[src/rtl/adc_capture_pkg.sv]
// Shared types and sizing helpers for the ADC pre/post-trigger capture buffer.
package adc_capture_pkg;

  localparam int DEF_WIDTH = 12;
  localparam int DEF_DEPTH = 64;

  typedef enum logic [1:0] {
    ST_IDLE,
    ST_FILL,
    ST_POST,
    ST_DONE
  } state_t;

  // Pointer width for a buffer of 'value' entries; never less than one bit.
  function automatic int clog2(input int value);
    int r;
    r = 1;
    while ((1 << r) < value) r++;
    return r;
  endfunction

endpackage

[src/rtl/adc_capture_buffer_ram.sv]
// Simple dual-port sample store: one synchronous write port, one registered read port.
module capture_ram
  import adc_capture_pkg::*;
#(
  parameter int WIDTH = DEF_WIDTH,
  parameter int DEPTH = DEF_DEPTH
) (
  input  logic                      clk,
  input  logic                      we,
  input  logic [clog2(DEPTH)-1:0]   waddr,
  input  logic [WIDTH-1:0]          wdata,
  input  logic                      re,
  input  logic [clog2(DEPTH)-1:0]   raddr,
  output logic [WIDTH-1:0]          rdata
);

  logic [WIDTH-1:0] mem [DEPTH];

  always_ff @(posedge clk) begin
    if (we) mem[waddr] <= wdata;
    if (re) rdata <= mem[raddr];
  end

endmodule

[src/rtl/adc_capture_buffer.sv]
// Armed circular capture of ADC samples around a threshold crossing, frozen for
// oldest-first readout once the post-trigger window has been collected.
module adc_capture_buffer
  import adc_capture_pkg::*;
#(
  parameter int WIDTH = DEF_WIDTH,
  parameter int DEPTH = DEF_DEPTH,
  parameter int POST  = 32
) (
  input  logic             clk,
  input  logic             rst,
  input  logic [WIDTH-1:0] sample,
  input  logic             sample_valid,
  input  logic [WIDTH-1:0] threshold,
  input  logic             arm,
  input  logic             rd_req,
  output logic [WIDTH-1:0] rd_data,
  output logic             rd_valid,
  output logic             busy,
  output logic             triggered,
  output logic             done
);

  localparam int AW = clog2(DEPTH);
  localparam int CW = AW + 1;
  localparam logic [CW-1:0] PRE_MIN   = CW'(DEPTH - POST);
  localparam logic [CW-1:0] DEPTH_C   = CW'(DEPTH);
  localparam logic [CW-1:0] LAST_C    = CW'(DEPTH - 1);
  localparam logic [AW-1:0] POST_INIT = AW'(POST - 1);
  localparam logic [AW-1:0] POST_ONE  = AW'(1);

  state_t           state;
  logic [AW-1:0]    wp;
  logic [AW-1:0]    rp;
  logic [AW-1:0]    post_cnt;
  logic [CW-1:0]    count;
  logic [CW-1:0]    rd_cnt;
  logic             rd_pend;
  logic             rd_last;
  logic             wr_en;
  logic             rd_en;
  logic             trig_hit;
  logic [WIDTH-1:0] ram_rdata;

  // arm always wins: it drops a coincident sample and cancels a coincident read
  assign wr_en    = sample_valid && !arm && (state == ST_FILL || state == ST_POST);
  assign rd_en    = rd_req && !arm && (state == ST_DONE) && (rd_cnt != DEPTH_C);
  assign trig_hit = (state == ST_FILL) && sample_valid && !arm &&
                    (sample >= threshold) && (count >= PRE_MIN);

  capture_ram #(
    .WIDTH (WIDTH),
    .DEPTH (DEPTH)
  ) u_ram (
    .clk   (clk),
    .we    (wr_en),
    .waddr (wp),
    .wdata (sample),
    .re    (rd_en),
    .raddr (rp),
    .rdata (ram_rdata)
  );

  always_ff @(posedge clk or negedge rst) begin
    if (!rst) begin
      state     <= ST_IDLE;
      wp        <= '0;
      rp        <= '0;
      post_cnt  <= '0;
      count     <= '0;
      rd_cnt    <= '0;
      rd_pend   <= 1'b0;
      rd_last   <= 1'b0;
      rd_data   <= '0;
      rd_valid  <= 1'b0;
      busy      <= 1'b0;
      triggered <= 1'b0;
      done      <= 1'b0;
    end else begin
      rd_valid <= 1'b0;
      rd_pend  <= rd_en;
      rd_last  <= rd_en && (rd_cnt == LAST_C);
      if (arm) begin
        state     <= ST_FILL;
        wp        <= '0;
        rp        <= '0;
        post_cnt  <= '0;
        count     <= '0;
        rd_cnt    <= '0;
        busy      <= 1'b1;
        triggered <= 1'b0;
        done      <= 1'b0;
      end else begin
        if (wr_en) begin
          wp <= wp + 1'b1;
          if (count != DEPTH_C) count <= count + 1'b1;
        end
        case (state)
          ST_IDLE: ;
          ST_FILL: begin
            if (trig_hit) begin
              triggered <= 1'b1;
              post_cnt  <= POST_INIT;
              if (POST == 1) begin
                state  <= ST_DONE;
                busy   <= 1'b0;
                done   <= 1'b1;
                rp     <= wp + 1'b1;
                rd_cnt <= '0;
              end else begin
                state <= ST_POST;
              end
            end
          end
          ST_POST: begin
            if (sample_valid) begin
              post_cnt <= post_cnt - 1'b1;
              if (post_cnt == POST_ONE) begin
                // the entry after the final write is the oldest one
                state  <= ST_DONE;
                busy   <= 1'b0;
                done   <= 1'b1;
                rp     <= wp + 1'b1;
                rd_cnt <= '0;
              end
            end
          end
          ST_DONE: begin
            if (rd_en) begin
              rp     <= rp + 1'b1;
              rd_cnt <= rd_cnt + 1'b1;
            end
            if (rd_pend) begin
              rd_data  <= ram_rdata;
              rd_valid <= 1'b1;
              if (rd_last) begin
                state     <= ST_IDLE;
                done      <= 1'b0;
                triggered <= 1'b0;
                busy      <= 1'b0;
              end
            end
          end
        endcase
      end
    end
  end

endmodule

[config.mk]
export PLATFORM = sky130hd
export DESIGN_NAME = adc_capture_buffer
export DESIGN_NICKNAME = d
export VERILOG_FILES = /design/src/rtl/adc_capture_pkg.sv /design/src/rtl/adc_capture_buffer_ram.sv /design/src/rtl/adc_capture_buffer.sv
export SDC_FILE = /design/constraint.sdc
export NUM_CORES = 1
export LEC_CHECK = 0
export ABC_AREA = 1
export CAP_MARGIN = 10
export CORE_UTILIZATION = 65
export CTS_BUF_LIST = sky130_fd_sc_hd__clkbuf_16
export DETAILED_ROUTE_END_ITERATION = 10
export GPL_ROUTABILITY_DRIVEN = 0
export PLACE_DENSITY = 0.82
export RECOVER_POWER = 100
export REMOVE_ABC_BUFFERS = 1
export SLEW_MARGIN = 5
export SYNTH_ARGS = -nofsm -noshare
export SYNTH_HDL_FRONTEND = slang
export SYNTH_SLANG_ARGS = --single-unit
[constraint.sdc]
create_clock -name clk -period 7.65 [get_ports clk]
set_clock_uncertainty 0.1 [all_clocks]
set_input_delay 1.1475 -clock clk [delete_from_list [all_inputs] [get_ports clk]]
set_output_delay 1.1475 -clock clk [all_outputs]
set_load 0.02 [all_outputs]
==> impl_results.md <==
* Reg-to-Reg End: u_ram.rdata[7]$_DFFE_PP_
* Bufs on Longest Clock Path at 3
* Area growth from synthesis to layout at 8.34%
* Slack of the worst reg-to-reg path at 2.43 ns
* Finished Layout Cells at 3754
* Post-CTS sizing at 0
* Ranking of synthesized cells by area: edfxtp_1 68%, nand2_1 11%, nand3_1 8.3%
* Non-Filler Cell Area, Final at 37500 µm²
* Initial antenna violation count at 1
* Root buf cell: clkbuf_16
* Area of the multi-input gates at 8540 µm²
* Power Dens Cells at 311 nW/µm²
* TritonCTS Sinks at 832
* Post-CTS Setup Bufs at 0
* Number of buffers inserted by port buffering at 44
* Die H at 233 µm
* Yosys top cell by area: edfxtp_1
* First-pass GRT wire length at 135 mm
* Flop pwr share at 44.9%
* Register area at 24700 µm²
* Top cell type's share of synthesized area at 67.6%
* Initial drt markers at 4509
* HPWL Detailed at 52.1 mm
* Status: finished with violations
* Number of global-route vias before repair at 22663
* Sw Share at 31.5%
* Most common cell after layout, fill and taps aside: nand2_1
* Cell area after synthesis at 34600 µm²
* Most frequent cells in the layout: 996 x nand2_1, 780 x edfxtp_1, 575 x nand3_1
* Final core occ at 71.3%
* Die area at 54200 µm²
* DR pass1 iterations at 7
* Final setup violating endpoints at 0
* Die Wd at 233 µm
* Fmax at 175 MHz
* R2r startpoint: rp[0]$_DFFE_PN0P_
* Crit path required time at 8.04 ns
* Synth Instances at 3027
* Hold WC Path Type: reg -> reg
* Normalized max-slew margin at -218%
* Via density per instance at 6.48
* Setup crit start kind: input pin
* H-tree lvl count at 3
* WL/cell at 24.4 µm
* Clock transition at the registers of the reported paths at 0.06 ns
* Antenna-violating nets left at 0
* Final #Nets at 3056
* Mapped Avg Cell Area at 11.4 µm²
* # hold bufs at CTS at 0
* Tmin final at 5.72 ns
* Internal at 8.00 mW
* Clock Power Share at 32.6%
* Via Count at 24334
* Starting Density at 65.8%
* Crit end category: flop
* Final hold slack at 0.358 ns
* VDD IR max at 0.000238 V
* Adder-cell share of the synthesized area at 0.831%
* Placed Cells at 3611
* Comb power frac at 22.5%
* Arr. time, crit path at 6.11 ns
* TritonCTS clock tree: built
* Final hold viol count at 0
* WL final at 91.8 mm
* Crit Path Max Fanout at 65
* Register area share after synthesis at 71.4%
* RSZ-0062 raised after global routing: false
* Least-Margin Pin Slew at 4.78 ns
* Core area at 52700 µm²
* Fillers at 3359
* WHS Path Cells at 2
* Post-synthesis compound-gate area fraction at 2.96%
* Post-synthesis simple-gate area fraction at 20.9%
* Leak pwr at 13.7 nW
* IO Pins at 45
* Fraction of layout instances using a drive strength above 1 at 4.50%
* Setup Crit Path Kind: in -> reg
* Period utilisation layout at 74.8%
* Failing checks: max-capacitance violations, max-slew violations
* Max Cap Viol at 19
* Hold endpoint: rd_data[5]$_DFFE_PN0P_
* GRT Overall Usage at 34.3%
* Largest net degree at the start of global routing at 209
* Clk_lat worst skew at 0.63 ns
* CTS Buf Count at 79
* Sw power at 3.69 mW
* FF+latch count, synth at 832
* Fin. max-slew vios at 938
* Ant diodes at 0
* Worst R2R Path Depth at 10
* Rows at 84
* Placed Area at 35100 µm²
* Largest family of logic cells by synthesized area: simple AND/OR/NAND/NOR gates
* Drt drc at 0
* Gr ovfl total at 0
* Hold Startpoint: u_ram.rdata[5]$_DFFE_PP_
* Synth Area in XOR/XNOR at 0.177%
* Mux share of post-synthesis cell area at 0%
* Synth unique cells at 38
* Syn. warnings at 0
==> worst max path at each step <==
| stage | slack [ns] | cells after the start | startpoint | to |
|---|---|---|---|---|
| 2_1_floorplan | -6.88 | 9 | rp[0]$_DFFE_PN0P_ | u_ram.rdata[10]$_DFFE_PP_ |
| 3_3_place_gp | 2.86 | 4 | arm | u_ram.mem[3][4]$_DFFE_PP_ |
| 3_5_place_dp | 2.82 | 4 | arm | u_ram.mem[27][3]$_DFFE_PP_ |
| 4_1_cts | 3.43 | 4 | arm | u_ram.mem[27][8]$_DFFE_PP_ |
| 5_1_grt | 1.89 | 12 | sample[5] | post_cnt[5]$_DFFE_PN0P_ |
| 6_report | 1.93 | 12 | sample[5] | post_cnt[0]$_DFFE_PN0P_ |
==> worst max-delay path, stage by stage <==
cell and delay (ns):
clkbuf_1 3.29, ha_1 0.70, nand2_1 0.08, nand2_1 0.05, nand2_1 0.05, nand2_1 0.04, nand2_1 0.05, nand4_1 0.10
nand2_1 0.07, nand2_1 0.09, nand2_1 0.28, o21ai_0 0.13
==> cell families (layout without fill, tap and decap cells) <==
| kind of cell | after synthesis | in the layout |
|---|---|---|
| AO/OA/AOI/OAI | 186 | 186 |
| XOR/XNOR | 7 | 7 |
| adder cells (fa/ha/maj) | 23 | 23 |
| buffers and inverters | 269 | 308 |
| flip-flops | 832 | 832 |
| AND/OR/NAND/NOR | 1710 | 1710 |
==> state kept, by name, summed over array words and instances (netlist names), 2 cells and up <==
| signal | count |
|---|---|
| count | 7 |
| wp | 6 |
| post_cnt | 6 |
| rd_data | 12 |
| rp | 6 |
| u_ram.mem | 768 |
| state | 2 |
| rd_cnt | 7 |
| u_ram.rdata | 12 |
==> area by class of cell <==
cell class                      instances  area share, %
Sequential cell                       832           65.9
Multi-Input combinational cell       1926           22.8
Clock buffer                           82           5.47
Tap cell                              688           2.29
Timing Repair Buffer                   70           1.35
Clock inverter                         61           1.24
Inverter                               95          0.983
==> synth_stat cells <==
library cell	count
o21ai_0	82
edfxtp_1	780
buf_4	17
xnor2_1	1
o211ai_1	12
buf_2	76
ha_1	23
xor2_1	6
a21oi_2	2
o21bai_1	1
nor3_4	1
buf_6	18
o22ai_1	15
a31oi_1	1
o21ai_2	1
inv_2	5
a22o_1	1
o21a_1	2
nand2_1	996
nand4_1	11
clkinv_2	1
nand3_1	572
dfrtp_1	52
a21oi_1	59
o21ai_1	2
buf_1	27
nand3_2	3
o31ai_1	6
buf_8	1
a21o_1	1
nor3_1	4
a32o_1	1
nor2_4	3
or2_2	2
inv_1	89
nor2_1	117
clkbuf_1	35
nor2_2	1
==> routing by layer <==
| metal | part of all wire, % | GRT usage [%] | wire length, µm | vias up |
|---|---|---|---|---|
| met2 | 45 | 53.2 | 41500 | 2064 |
| met1 | 36 | 46.2 | 33000 | 11375 |
| li1 | - | - | - | 10505 |
| met4 | 5.7 | 16.8 | 5260 | 2 |
| met5 | 0.0087 | 0 | 8 | - |
| met3 | 13 | 7.52 | 12000 | 388 |
==> metrics by stage <==
stage          worst slack (ns)  TNS [ns]  total power [mW]
2_1_floorplan             -6.88    -95.50              7.27
3_3_place_gp               2.86         0              7.75
3_5_place_dp               2.82         0              7.85
4_1_cts                    3.43         0              11.6
5_1_grt                    1.89         0              12.1
6_report                   1.93         0              11.7
==> power groups by stage <==
stage,Sequential [mW],Clock (mW),Combinational (mW)
4_1_cts,5.23,3.82,2.56
2_1_floorplan,5.49,0,1.77
5_1_grt,5.25,3.99,2.85
3_5_place_dp,5.32,0,2.53
6_report,5.24,3.81,2.63
3_3_place_gp,5.32,0,2.44
No activity file was read; power rests on OpenSTA's default activity.
